[config.mk]
export PLATFORM = sky130hd
export DESIGN_NAME = mc_controller
export DESIGN_NICKNAME = d
export VERILOG_FILES = /design/src/rtl/mc_controller_pkg.sv /design/src/rtl/mc_controller_cond_logic.sv /design/src/rtl/mc_controller.sv
export SDC_FILE = /design/constraint.sdc
export NUM_CORES = 1
export LEC_CHECK = 0
export ABC_AREA = 1
export CAP_MARGIN = 20
export CELL_PAD_IN_SITES_DETAIL_PLACEMENT = 0
export CELL_PAD_IN_SITES_GLOBAL_PLACEMENT = 2
export CORE_MARGIN = 5
export CORE_UTILIZATION = 16
export CTS_CLUSTER_DIAMETER = 50
export DETAILED_ROUTE_END_ITERATION = 16
export GPL_TIMING_DRIVEN = 0
export PLACE_DENSITY = 0.71
export SYNTH_ARGS = -nofsm -noshare
export SYNTH_HDL_FRONTEND = slang
export SYNTH_SLANG_ARGS = --single-unit
[constraint.sdc]
create_clock -name clk -period 1.11 [get_ports clk]
set_input_delay 0.111 -clock clk [delete_from_list [all_inputs] [get_ports clk]]
set_output_delay 0.111 -clock clk [all_outputs]
set_load 0.005 [all_outputs]
[src/rtl/mc_controller_pkg.sv]
// Shared encodings for the multicycle ARM control unit: FSM states, opcode
// classes, ALU operations, condition codes and flag bit positions.
package mc_controller_pkg;

  typedef enum logic [3:0] {
    StFetch    = 4'd0,
    StDecode   = 4'd1,
    StMemAdr   = 4'd2,
    StMemRd    = 4'd3,
    StMemWb    = 4'd4,
    StMemWr    = 4'd5,
    StExecuteR = 4'd6,
    StExecuteI = 4'd7,
    StAluWb    = 4'd8,
    StBranch   = 4'd9,
    StUnknown  = 4'd10
  } state_e;

  typedef enum logic [1:0] {
    OpDp     = 2'b00,
    OpMem    = 2'b01,
    OpBranch = 2'b10,
    OpUndef  = 2'b11
  } op_e;

  typedef enum logic [1:0] {
    AluAdd = 2'b00,
    AluSub = 2'b01,
    AluAnd = 2'b10,
    AluOrr = 2'b11
  } alu_ctrl_e;

  typedef enum logic [3:0] {
    CondEq = 4'd0,
    CondNe = 4'd1,
    CondCs = 4'd2,
    CondCc = 4'd3,
    CondMi = 4'd4,
    CondPl = 4'd5,
    CondVs = 4'd6,
    CondVc = 4'd7,
    CondHi = 4'd8,
    CondLs = 4'd9,
    CondGe = 4'd10,
    CondLt = 4'd11,
    CondGt = 4'd12,
    CondLe = 4'd13,
    CondAl = 4'd14,
    CondNv = 4'd15
  } cond_e;

  localparam int unsigned FlagN = 3;
  localparam int unsigned FlagZ = 2;
  localparam int unsigned FlagC = 1;
  localparam int unsigned FlagV = 0;

  // Evaluate an ARM condition field against stored NZCV; 1111 never executes.
  function automatic logic cond_eval(input logic [3:0] cond, input logic [3:0] flags);
    logic n, z, c, v;
    logic res;
    n = flags[FlagN];
    z = flags[FlagZ];
    c = flags[FlagC];
    v = flags[FlagV];
    case (cond_e'(cond))
      CondEq:  res = z;
      CondNe:  res = ~z;
      CondCs:  res = c;
      CondCc:  res = ~c;
      CondMi:  res = n;
      CondPl:  res = ~n;
      CondVs:  res = v;
      CondVc:  res = ~v;
      CondHi:  res = c & ~z;
      CondLs:  res = ~c | z;
      CondGe:  res = (n == v);
      CondLt:  res = (n != v);
      CondGt:  res = ~z & (n == v);
      CondLe:  res = z | (n != v);
      CondAl:  res = 1'b1;
      default: res = 1'b0;
    endcase
    return res;
  endfunction

endpackage

[src/rtl/mc_controller_cond_logic.sv]
// Condition unit: NZCV flags register, condition evaluation, the per-instruction
// condition latch and gating of the architectural write enables.
module mc_controller_cond_logic
  import mc_controller_pkg::*;
(
  input  logic       clk_i,
  input  logic       rst_ni,
  input  logic [3:0] cond_i,
  input  logic [3:0] alu_flags_i,
  input  logic [1:0] flag_w_i,
  input  logic       cond_load_i,
  input  logic       pcs_i,
  input  logic       next_pc_i,
  input  logic       reg_w_i,
  input  logic       mem_w_i,
  output logic       pc_write_o,
  output logic       reg_write_o,
  output logic       mem_write_o
);

  logic [3:0] flags_q, flags_d;
  logic       cond_ex_r_q, cond_ex_r_d;
  logic       cond_ex;

  // Condition result latched in DECODE and flag updates gated by it.
  always_comb begin
    cond_ex     = cond_eval(cond_i, flags_q);
    cond_ex_r_d = cond_load_i ? cond_ex : cond_ex_r_q;
    flags_d     = flags_q;
    if (flag_w_i[1] && cond_ex_r_q) begin
      flags_d[FlagN] = alu_flags_i[FlagN];
      flags_d[FlagZ] = alu_flags_i[FlagZ];
    end
    if (flag_w_i[0] && cond_ex_r_q) begin
      flags_d[FlagC] = alu_flags_i[FlagC];
      flags_d[FlagV] = alu_flags_i[FlagV];
    end
  end

  // Flags and condition latch, cleared by asynchronous reset.
  always_ff @(posedge clk_i or negedge rst_ni) begin
    if (!rst_ni) begin
      flags_q     <= 4'b0000;
      cond_ex_r_q <= 1'b0;
    end else begin
      flags_q     <= flags_d;
      cond_ex_r_q <= cond_ex_r_d;
    end
  end

  // Reset masks enables combinationally so an aborted cycle cannot write.
  always_comb begin
    pc_write_o  = rst_ni & ((pcs_i & cond_ex_r_q) | next_pc_i);
    reg_write_o = rst_ni & reg_w_i & cond_ex_r_q;
    mem_write_o = rst_ni & mem_w_i & cond_ex_r_q;
  end

endmodule

[src/rtl/mc_controller.sv]
// Multicycle ARM control unit: instruction-sequencing FSM, ALU decoder and
// instruction decode, with condition checking in the cond_logic sub-block.
module mc_controller
  import mc_controller_pkg::*;
(
  input  logic         clk,
  input  logic         reset,
  input  logic [31:12] Instr,
  input  logic [3:0]   ALUFlags,
  output logic         PCWrite,
  output logic         MemWrite,
  output logic         RegWrite,
  output logic         IRWrite,
  output logic         AdrSrc,
  output logic [1:0]   RegSrc,
  output logic [1:0]   ALUSrcA,
  output logic [1:0]   ALUSrcB,
  output logic [1:0]   ResultSrc,
  output logic [1:0]   ImmSrc,
  output logic [1:0]   ALUControl,
  output logic [3:0]   state_o
);

  state_e    state_q, state_d;
  op_e       op;
  logic [5:0] funct;
  logic [3:0] rd;
  logic [3:0] cond;

  logic      ir_write, next_pc, reg_w, mem_w, branch, alu_op;
  logic      adr_src;
  logic [1:0] alu_src_a, alu_src_b, result_src;
  alu_ctrl_e alu_control;
  logic [1:0] flag_w;
  logic      pcs;
  logic      unused_rn;

  assign cond      = Instr[31:28];
  assign op        = op_e'(Instr[27:26]);
  assign funct     = Instr[25:20];
  assign rd        = Instr[15:12];
  assign unused_rn = ^Instr[19:16];

  // State register; reset returns to FETCH immediately.
  always_ff @(posedge clk or negedge reset) begin
    if (!reset) begin
      state_q <= StFetch;
    end else begin
      state_q <= state_d;
    end
  end

  // Next-state sequencing.
  always_comb begin
    state_d = StFetch;
    unique case (state_q)
      StFetch:  state_d = StDecode;
      StDecode: begin
        unique case (op)
          OpMem:    state_d = StMemAdr;
          OpDp:     state_d = funct[5] ? StExecuteI : StExecuteR;
          OpBranch: state_d = StBranch;
          default:  state_d = StUnknown;
        endcase
      end
      StMemAdr:   state_d = funct[0] ? StMemRd : StMemWr;
      StMemRd:    state_d = StMemWb;
      StExecuteR: state_d = StAluWb;
      StExecuteI: state_d = StAluWb;
      default:    state_d = StFetch;
    endcase
  end

  // Moore control outputs per state.
  always_comb begin
    ir_write   = 1'b0;
    next_pc    = 1'b0;
    reg_w      = 1'b0;
    mem_w      = 1'b0;
    branch     = 1'b0;
    alu_op     = 1'b0;
    adr_src    = 1'b0;
    alu_src_a  = 2'b00;
    alu_src_b  = 2'b00;
    result_src = 2'b00;
    unique case (state_q)
      StFetch: begin
        ir_write   = 1'b1;
        next_pc    = 1'b1;
        alu_src_a  = 2'b01;
        alu_src_b  = 2'b10;
        result_src = 2'b10;
      end
      StDecode: begin
        alu_src_a  = 2'b01;
        alu_src_b  = 2'b10;
        result_src = 2'b10;
      end
      StMemAdr: alu_src_b = 2'b01;
      StMemRd:  adr_src = 1'b1;
      StMemWb: begin
        result_src = 2'b01;
        reg_w      = 1'b1;
      end
      StMemWr: begin
        adr_src = 1'b1;
        mem_w   = 1'b1;
      end
      StExecuteR: alu_op = 1'b1;
      StExecuteI: begin
        alu_src_b = 2'b01;
        alu_op    = 1'b1;
      end
      StAluWb: reg_w = 1'b1;
      StBranch: begin
        alu_src_a  = 2'b10;
        alu_src_b  = 2'b01;
        result_src = 2'b10;
        branch     = 1'b1;
      end
      default: ;
    endcase
  end

  // ALU decoder; only add/sub produce meaningful C and V.
  always_comb begin
    alu_control = AluAdd;
    flag_w      = 2'b00;
    if (alu_op) begin
      case (funct[4:1])
        4'b0100: alu_control = AluAdd;
        4'b0010: alu_control = AluSub;
        4'b0000: alu_control = AluAnd;
        4'b1100: alu_control = AluOrr;
        default: alu_control = AluAdd;
      endcase
      flag_w[1] = funct[0];
      flag_w[0] = funct[0] & ((alu_control == AluAdd) || (alu_control == AluSub));
    end
  end

  // Writes targeting R15 redirect the PC.
  always_comb begin
    pcs = ((rd == 4'd15) & reg_w) | branch;
  end

  mc_controller_cond_logic u_cond_logic (
    .clk_i       (clk),
    .rst_ni      (reset),
    .cond_i      (cond),
    .alu_flags_i (ALUFlags),
    .flag_w_i    (flag_w),
    .cond_load_i (state_q == StDecode),
    .pcs_i       (pcs),
    .next_pc_i   (next_pc),
    .reg_w_i     (reg_w),
    .mem_w_i     (mem_w),
    .pc_write_o  (PCWrite),
    .reg_write_o (RegWrite),
    .mem_write_o (MemWrite)
  );

  assign IRWrite    = ir_write & reset;
  assign AdrSrc     = adr_src;
  assign ALUSrcA    = alu_src_a;
  assign ALUSrcB    = alu_src_b;
  assign ResultSrc  = result_src;
  assign ALUControl = alu_control;
  assign ImmSrc     = Instr[27:26];
  assign RegSrc     = {op == OpMem, op == OpBranch};
  assign state_o    = state_q;

endmodule

==> results of run 1 <==
[power groups by stage]
stage | registers [mW] | logic [mW] | clock network [mW]
6_report | 0.603 | 2.89 | 0.376
5_1_grt | 0.619 | 3.15 | 0.432
4_1_cts | 0.599 | 2.46 | 0.392
3_5_place_dp | 0.622 | 1.72 | 0
3_3_place_gp | 0.622 | 1.74 | 0
2_1_floorplan | 0.596 | 0.935 | 0
[worst max-delay path by stage]
stage | to | startpoint
final | u_cond_logic.flags_q[1] | state_o[3]
after floorplan | PCWrite | state_o[3]
after CTS | ALUSrcB[0] | state_o[2]
after global placement | MemWrite | reset
after detailed placement | MemWrite | reset
after global routing | PCWrite | state_o[0]
[worst register-to-register path, stage by stage, from the launching register on]
cell     delay (ns)
dfrtp_2        0.45
nor2_4         0.14
buf_4          0.12
buf_6          0.11
nand2_8        0.07
buf_6          0.13
nor2_8         0.13
nand2_4        0.09
nor2_2         0.10
a21oi_1        0.04
[registers in the layout (all words and copies together) (netlist names)]
register and flops:
u_cond_logic.flags_q 4, state_o 4, u_cond_logic.cond_ex_r_q 1
[routing by layer]
layer / up-vias / part of all wire
met3: 6 / 0.044
met5: - / 0
met1: 489 / 0.42
met4: 0 / 0.014
li1: 582 / -
met2: 26 / 0.52
[cell usage after synthesis (all sizes together)]
master	count	share of area
nand2	40	0.19
inv	24	0.10
nor2	24	0.15
nand3	14	0.082
dfrtp	9	0.26
o21ai	9	0.057
a21oi	5	0.038
buf	4	0.032
nor3	2	0.017
o211ai	2	0.029
a21boi	1	0.0087
clkinv	1	0.0044
nand3b	1	0.0087
nand4	1	0.0073
o311ai	1	0.010
[stage by stage]
step | utilization | TNS (ns) | instance area (µm²) | setup slack [ns]
final | 0.340 | -6.72 | 1760 | -0.405
after global routing | 0.340 | -8.56 | 1760 | -0.510
after CTS | 0.315 | -5.69 | 1630 | -0.414
after detailed placement | 0.265 | -8.87 | 1370 | -0.768
after global placement | 0.265 | -9.06 | 1370 | -0.758
after floorplan | - | -0.0269 | 873 | -0.0256
[timing repair]
action / CTS / global route
pin swaps: 16 / 11
gates resized for setup: 94 / 30
buffers inserted: 21 / 7
hold buffers: 1 / 0
endpoints found under the setup margin: 28 / 26
endpoints found under the hold margin: 9 / 0
[final cells by class]
type	count	area share
buffer	4	0.0178
clock buffer	4	0.0256
inverter	25	0.0534
multi-input combinational	100	0.367
sequential	9	0.130
tap	70	0.0499
timing repair buffer	70	0.357
[kinds of logic (layout without fill, tap and decap cells)]
family / after synthesis / after routing / synth area share
buf+inv: 29 / 103 / 0.141
compound gates: 18 / 18 / 0.143
simple gates: 82 / 82 / 0.454
flops: 9 / 9 / 0.262
==> reports/metrics.yaml, run 1 <==
setup_path:
  worstPathRequired_ns: 1.22
  crit_path_end_kind: "flop"
  critPathBufInv: 3
  worst_path_most_repeated_cell: "buf_6"
  r2r_slack_ns: -0.41
  cpPeakStageDelay_ns: 0.45
  crit_fanout: 5
  cp.depth: 9
  arrival_ns: 1.63
  start_kind: "flop"
  crit_family: "simple AND/OR/NAND/NOR gates"
  worst_r2r_path_depth: 9
  crit_path_cell_trace: "nor2_4 > buf_4 > buf_6 > nand2_8 > buf_6 > nor2_8 > nand2_4 > nor2_2 > a21oi_1"
  slowest_stage: "dfrtp_2"
  regToRegStartpoint: "state_o[3]"
  path_class: "flop to flop"
  r2r-end: "u_cond_logic.flags_q[1]"
sta:
  max-slew-margin-rel: 0.701
  worstMarginPinSlew_ns: 0.446
  hold_viol_final: 0
  rsz0062_at_grt: "true"
  whs_ns: 0.358
  setup_ws_ns: -0.405
  fin_crit_ns: 1.52
  max_freq_mhz: 660
  finClkSkew_ns: 0.00305
  finalMaxSlewViolations: 0
  finalSetupViolCount: 23
  fin_crit_sh: 1.37
global_routing:
  track_usage: 0.0948
  grt_pass1_wl_um: 5520
  use_met3: 0.0327
  met1_usage: 0.112
  grt_max_degree: 10
  gr-total-overflow: 0
  busiest_layer: "met2"
  antenna_found_initial: 0
  use_met2: 0.164
  grt_pass1_vias: 1201
clock_tree:
  clock_path_buffers: 2
  cts_root_buf: "clkbuf_8"
  cts.sinks: 9
  path_clk_slew_ns: 0.05
  cts_made_buffers: 3
  htreeDepth: 1
  clk_latency_ns: 0.23
  cts_tree: "yes"
yosys:
  ys_types: 26
  syn_area_um2: 860
  ys_seq_elements: 9
  syn_inst: 138
  ys_seq_area_frac: 0.262
  ys.warnings.count: 0
  syn_nets: 164
  syn-mean-instance-area_um2: 6.23
min_path:
  worstHoldPathType: "primary input to flop"
  min_from: "Instr[26]"
  worstHoldPathCells: 3
  worstHoldEndpoint: "state_o[1]"
die:
  die_y_um: 83.3
  io_pins: 47
  die_x_um: 83.3
  start_util: 0.166
  core-area_mm2: 0.00517
  row_count: 26
  dieArea_mm2: 0.00694
detailed_routing:
  viasPerCell: 3.91
  wirelength_um: 3220
  drtIter0Drc: 10
  ant_nets: 0
  via_count: 1103
  firstDrtPassIters: 4
  wl_per_cell_um: 11.4
  drc: 0
power_and_ir_drop:
  power_frac_clock: 0.097
  seqPwrFrac: 0.156
  internal_power_mw: 2.24
  p_leak_nw: 0.873
  p_comb_frac: 0.747
  p_switching_mw: 1.63
  ir_drop_uv: 672
  p_per_area_mw_per_mm2: 2200
  finalPower_mw: 3.87
  sw_frac_of_total: 0.422
place:
  placed_cells: 249
  io_buffers: 41
  routabilityCongestion: 0.689
  hpwlAfterDp_um: 2250
cells_and_area:
  antennaDiodeCount: 0
  regArea_um2: 228
  fillers: 552
  area_growth_pct: 104
  nets: 239
  multi_input_area_um2: 644
  layout_commonest_cell: "nand2_1"
  fin_cells: 282
  drive_above_1_share: 0.448
  final_cell_mix: "nand2_1 (33), buf_6 (21), clkdlybuf4s50_1 (18), inv_1 (15)"
job:
  cap_violations: 0
outcome:
  violations: "setup timing"
  outcome: "complete, but fails checks"
Note: power is estimated with default switching activity, not from simulation.
==> run 2: changes to the inputs <==
Settings changed: CELL_PAD_IN_SITES_GLOBAL_PLACEMENT 2 to 1, CORE_UTILIZATION 16 to 22, PLACE_DENSITY 0.71 to 0.72.
==> reports/metrics.yaml, run 2 (same netlist as run 1, synthesis figures left out) <==
power_and_ir_drop:
  p_leak_nw: 0.877  # was 0.873 nW
  finalPower_mw: 4.04  # was 3.87 mW
  ir_drop_uv: 778  # was 672 µV
  p_per_area_mw_per_mm2: 2320  # was 2200 mW/mm²
setup_path:
  crit_fanout: 3  # was 5
  crit_path_end_kind: "output pin"  # was flop
  start_kind: "flop"  # unchanged
  crit_start: "state_o[2]"  # was state_o[3]
  arrival_ns: 1.42  # was 1.63 ns
  worstPathRequired_ns: 1.00  # was 1.22 ns
  regToRegStartpoint: "state_o[2]"  # was state_o[3]
  path_class: "flop to output pin"  # was flop to flop
die:
  io_pins: 47  # unchanged
  die_x_um: 72.5  # was 83.3 µm
  dieArea_mm2: 0.00526  # was 0.00694 mm²
  row_count: 22  # was 26
  core-area_mm2: 0.00372  # was 0.00517 mm²
  die_y_um: 72.5  # was 83.3 µm
  start_util: 0.231  # was 0.166
place:
  place_area_mm2: 0.00134  # was 0.00137 mm²
  placed_cells: 227  # was 249
  dp_slack_ns: -0.731  # was -0.768 ns
  routabilityCongestion: 0.809  # was 0.689
  hpwlAfterDp_um: 2260  # was 2250 µm
  io_buffers: 41  # unchanged
cells_and_area:
  regArea_um2: 228  # unchanged
  multi_input_area_um2: 669  # was 644 µm²
  antennaDiodeCount: 0  # unchanged
  fin_cells: 260  # was 282
  post-route-cell-area_mm2: 0.00175  # was 0.00176 mm²
  drive_above_1_share: 0.476  # was 0.448
  layout_commonest_cell: "nand2_1"  # unchanged
  nets: 239  # unchanged
  area_growth_pct: 103  # was 104%
  fillers: 384  # was 552
  final_cell_mix: "nand2_1 (31), buf_6 (18), clkdlybuf4s50_1 (18), inv_1 (16), buf_4 (16)"  # was nand2_1 (33), buf_6 (21), clkdlybuf4s50_1 (18), inv_1 (15)
sta:
  hold_viol_final: 9  # was 0
  fin_crit_sh: 1.38  # was 1.37
  max_freq_mhz: 652  # was 660 MHz
  rsz0062_at_grt: "true"  # unchanged
  finClkSkew_ns: 0.000152  # was 0.00305 ns
  finalMaxSlewViolations: 0  # unchanged
  finalSetupViolCount: 23  # unchanged
  fin_crit_ns: 1.53  # was 1.52 ns
  setup_ws_ns: -0.425  # was -0.405 ns
  whs_ns: -0.0409  # was 0.358 ns
  worstMarginPinSlew_ns: 0.508  # was 0.446 ns
  max-slew-margin-rel: 0.661  # was 0.701
clock_tree:
  path_clk_slew_ns: 0.04  # was 0.05 ns
  clk_latency_ns: 0.23  # about the same
  cts_root_buf: "clkbuf_8"  # unchanged
  cts.sinks: 9  # unchanged
  cts_tree: "yes"  # unchanged
  clock_path_buffers: 2  # unchanged
  htreeDepth: 1  # unchanged
  cts_made_buffers: 3  # unchanged
global_routing:
  track_usage: 0.121  # was 0.0948
  grt_pass1_wl_um: 5040  # was 5520 µm
  antenna_found_initial: 0  # unchanged
  gr-total-overflow: 0  # unchanged
  grt_max_degree: 12  # was 10
  grt_pass1_vias: 1132  # was 1,201
min_path:
  worstHoldPathType: "primary input to asynchronous set/reset pin"  # was primary input to flop
outcome:
  violations: "hold timing, setup timing"  # was setup timing
  outcome: "complete, but fails checks"  # unchanged
detailed_routing:
  wirelength_um: 3250  # was 3220 µm
  drtIter0Drc: 37  # was 10
  ant_nets: 0  # unchanged
  firstDrtPassIters: 4  # unchanged
  wl_per_cell_um: 12.5  # was 11.4 µm
  via_count: 1140  # was 1,103
  viasPerCell: 4.38  # was 3.91
  drc: 0  # unchanged
job:
  cap_violations: 0  # unchanged
==> run 2: cell count changes in the layout (fill, tap and decap cells not counted), sizes merged <==
cell | before | now
clkbuf | 7 | 4
dlygate4sd2 | 5 | 3
dlygate4sd3 | 1 | 0
clkdlybuf4s15 | 1 | 3
buf | 45 | 49
==> run 2: layout make-up <==
cell class	count	share of cell area
Tap cell	48	0.0344
Buffer	4	0.0179
Sequential cell	9	0.130
Timing Repair Buffer	70	0.353
Multi-Input combinational cell	100	0.384
Inverter	25	0.0552
Clock buffer	4	0.0258
==> run 2: through the flow <==
stage	utilization	setup TNS (ns)	hold WS (ns)
2_1_floorplan	-	-0.0269	-0.185
3_3_place_gp	0.362	-8.96	0.480
3_5_place_dp	0.362	-9.00	0.492
4_1_cts	0.434	-5.52	-0.0225
5_1_grt	0.470	-7.01	0.000186
6_report	0.470	-5.61	-0.0409
==> run 2: routing by layer <==
| metal | track usage | routed length [µm] | up-vias |
|---|---|---|---|
| li1 | - | - | 579 |
| met2 | 0.221 | 1830 | 19 |
| met5 | 0 | 0 | - |
| met1 | 0.140 | 1300 | 540 |
| met3 | 0.0360 | 109 | 2 |
| met4 | 0.0184 | 16 | 0 |
==> run 2: final timing paths <==
| check | end | slack (ns) | cells past startpoint |
|---|---|---|---|
| hold reg to reg | u_cond_logic.cond_ex_r_q | 0.56 | 2 |
| setup reg to reg | state_o[0] | -0.26 | 8 |
| max in group asynchronous | state_o[0] | 0.78 | 1 |
| hold / removal | state_o[1] | -0.04 | 1 |
| min in group clk | state_o[1] | 0.36 | 3 |
| setup / recovery | ALUSrcB[0] | -0.42 | 7 |
==> run 2: timing repair <==
item | 4_1_cts | 5_1_grt
setup buffers | 21 | 9
setup endpoints to repair | 28 | 26
resized for setup | 111 | 27
endpoints found under the hold margin | 9 | 0
pin swaps | 11 | 8
gates cloned | 1 | 0
==> run 2: critical path, stage by stage, from the launching register on <==
cell      delay, ns
dfrtp_1        0.39
buf_6          0.13
nor2_4         0.13
inv_4          0.07
nor3_4         0.16
inv_2          0.06
o311ai_1       0.09
buf_2          0.17
==> run 2: power by group <==
group	switching (mW)	internal (mW)
Combinational	1.42	1.64
Sequential	0.149	0.466
Clock	0.118	0.249
Total	1.68	2.36
==> run 3: changes to the inputs <==
Settings changed: ABC_AREA 1 to default, CORE_UTILIZATION 22 to 24.
==> reports/metrics.yaml, run 3 <==
detailed_routing:
  wirelength_um: 3010  # was 3250 µm
  viasPerCell: 4.68  # was 4.38
  wl_per_cell_um: 13.8  # was 12.5 µm
  ant_nets: 0  # unchanged
  firstDrtPassIters: 4  # unchanged
  drc: 0  # unchanged
  drtIter0Drc: 29  # was 37
  via_count: 1026  # was 1,140
global_routing:
  grt_pass1_wl_um: 4750  # was 5040 µm
  grt_max_degree: 11  # was 12
  grt_pass1_vias: 1011  # was 1,132
  gr-total-overflow: 0  # unchanged
  antenna_found_initial: 0  # unchanged
  track_usage: 0.115  # was 0.121
clock_tree:
  cts_made_buffers: 3  # unchanged
  htreeDepth: 1  # unchanged
  clock_path_buffers: 2  # unchanged
  clk_latency_ns: 0.23  # about the same
  path_clk_slew_ns: 0.05  # was 0.04 ns
  cts_root_buf: "clkbuf_8"  # unchanged
  cts_tree: "yes"  # unchanged
  cts.sinks: 9  # unchanged
yosys:
  syn_area_um2: 878  # was 860 µm²
  yosys-top-cells-count: "dfrtp_1 (9), nor3_1 (9), nand2_1 (8), nor2_1 (8), buf_2 (6)"  # was nand2_1 (36), inv_1 (18), nor2_1 (17)
  ys_types: 44  # was 26
  ys_seq_elements: 9  # unchanged
  postSynth.asyncResetShare: 1.00  # unchanged
  ys.flop_type: "dfrtp_1"  # unchanged
  ys.warnings.count: 0  # unchanged
  synth_top_area_share: 0.256  # was 0.262
  syn_nets: 127  # was 164
  ys_seq_area_frac: 0.256  # was 0.262
  synthTopCellsByArea: "dfrtp_1 (26%), nor3_1 (5.1%), buf_2 (3.4%), mux2_4 (3.4%), nand2_1 (3.4%)"  # was dfrtp_1 (26%), nand2_1 (16%), nand3_1 (8.2%), inv_1 (7.9%), nor2_1 (7.4%)
  syn_inst: 101  # was 138
  synth_top_cell_by_area: "dfrtp_1"  # unchanged
  syn-mean-instance-area_um2: 8.70  # was 6.23 µm²
  synth_edf_count: 0  # unchanged
power_and_ir_drop:
  p_per_area_mw_per_mm2: 2280  # was 2320 mW/mm²
  ir_drop_uv: 704  # was 778 µV
  p_leak_nw: 0.761  # was 0.877 nW
setup_path:
  arrival_ns: 1.49  # was 1.42 ns
  crit_path_end_kind: "output pin"  # unchanged
  cpPeakStageDelay_ns: 0.43  # was 0.39 ns
  path_class: "flop to output pin"  # unchanged
  worstPathRequired_ns: 1.00  # about the same
  crit_path_cell_trace: "nand2b_4 > a2111oi_4 > a32o_1 > buf_2"  # was buf_6 > nor2_4 > inv_4 > nor3_4 > inv_2 > o311ai_1 > buf_2
  slowest_stage: "dfrtp_2"  # was dfrtp_1
  start_kind: "flop"  # unchanged
  crit_fanout: 5  # was 3
cells_and_area:
  final_core_util: 0.483  # was 0.470
  fillers: 334  # was 384
  post-route-cell-area_mm2: 0.00174  # was 0.00175 mm²
  antennaDiodeCount: 0  # unchanged
  drive_above_1_share: 0.526  # was 0.476
  nets: 198  # was 239
  area_growth_pct: 98.4  # was 103%
  final_cell_mix: "buf_4 (18), clkdlybuf4s50_1 (17), buf_2 (16), buf_6 (9), dfrtp_1 (7)"  # was nand2_1 (31), buf_6 (18), clkdlybuf4s50_1 (18), inv_1 (16), buf_4 (16)
  layout_commonest_cell: "buf_4"  # was nand2_1
sta:
  max_freq_mhz: 625  # was 652 MHz
  finalSetupViolCount: 21  # was 23
  fin_crit_ns: 1.60  # was 1.53 ns
  rsz0062_at_grt: "true"  # unchanged
  fin_crit_sh: 1.44  # was 1.38
  setup_ws_ns: -0.490  # was -0.425 ns
  worstMarginPinSlew_ns: 0.458  # was 0.508 ns
  fin_tns_setup_ns: -6.88  # was -5.61 ns
  whs_ns: 0.258  # was -0.0409 ns
  max-slew-margin-rel: 0.694  # was 0.661
  finClkSkew_ns: 0.000496  # was 0.000152 ns
  finalMaxSlewViolations: 0  # unchanged
  hold_viol_final: 0  # was 9
place:
  place_area_mm2: 0.00134  # about the same
  hpwlAfterDp_um: 2000  # was 2260 µm
  routabilityCongestion: 0.780  # was 0.809
  io_buffers: 40  # was 41
die:
  die_y_um: 70.5  # was 72.5 µm
  io_pins: 47  # unchanged
  core-area_mm2: 0.00361  # was 0.00372 mm²
  start_util: 0.244  # was 0.231
  die_x_um: 70.5  # was 72.5 µm
  row_count: 22  # unchanged
  dieArea_mm2: 0.00497  # was 0.00526 mm²
min_path:
  worstHoldPathType: "primary input to flop"  # was primary input to asynchronous set/reset pin
outcome:
  outcome: "complete, but fails checks"  # unchanged
  violations: "setup timing"  # was hold timing, setup timing
job:
  cap_violations: 0  # unchanged
## run 3: cell types whose count changed after synthesis, moves of 6 or more
cell	change
inv_2	-6
nand3_1	-9
nor2_1	-9
nor3_1	+8
nand2_1	-28
inv_1	-14
## run 3: per-layer routing
metal,up-vias,wire (µm),global-route usage,share of wire
li1,509,-,-,-
met1,483,1260,0.145,0.42
met2,32,1550,0.190,0.51
met3,2,201,0.0388,0.067
met4,0,8,0.0191,0.0027
met5,-,0,0,0
## run 3: kinds of logic after synthesis
group                     Yosys count  synth area share
muxes                               6            0.0826
buffers and inverters              13            0.0812
xor gates and xnor gates            5            0.0499
DFF                                 9             0.256
and+or+nand+nor                    48             0.322
AOI/OAI and AO/OA                  20             0.208
## run 3: through the flow
| step | cells | worst slack (ns) | total power, mW |
|---|---|---|---|
| floorplan | 101 | -0.296 | 1.70 |
| global placement | 189 | -1.19 | 2.50 |
| detailed placement | 189 | -1.21 | 2.53 |
| CTS | 213 | -0.474 | 3.54 |
| global route | 219 | -0.561 | 4.27 |
| finish | 219 | -0.490 | 3.97 |
## run 3: worst max-delay path: cells and delay by family, from the launching register on
kind            cells  cell delay [ns]
buf+inv             1             0.11
compound gates      2             0.55
flops               1             0.43
simple gates        1             0.16
## run 3: final cells by class
type                            count  area (µm²)  share of cell area
Buffer                              9        86.3              0.0495
Clock buffer                        4        45.0              0.0258
Inverter                            4        25.0              0.0144
Multi-Input combinational cell     79         731               0.419
Sequential cell                     9         228               0.131
Tap cell                           48        60.1              0.0345
Timing Repair Buffer               66         568               0.326
## run 3: final timing paths
| path | from | end | slack (ns) | cells after the start |
|---|---|---|---|---|
| max | state_o[3] | PCWrite | -0.49 | 4 |
| min | Instr[27] | state_o[3] | 0.26 | 3 |
| min in group asynchronous | reset | state_o[0] | 0.54 | 2 |
| max reg2reg | state_o[3] | u_cond_logic.flags_q[1] | -0.45 | 5 |
| max in group asynchronous | reset | state_o[3] | 0.23 | 2 |
| min reg2reg | u_cond_logic.flags_q[1] | u_cond_logic.flags_q[1] | 0.58 | 1 |
## run 3: what timing repair did
item / CTS / global route
endpoints found under the setup margin: 30 / 26
gates resized for setup: 107 / 20
pin swaps: 11 / 6
hold endpoints to repair: 9 / 0
hold buffers: 1 / 0
setup buffers: 20 / 7
## run 3: power by group
| group | internal [mW] | switching (mW) |
|---|---|---|
| logic | 1.66 | 1.28 |
| clock network | 0.250 | 0.128 |
| registers | 0.479 | 0.177 |
| total | 2.39 | 1.58 |
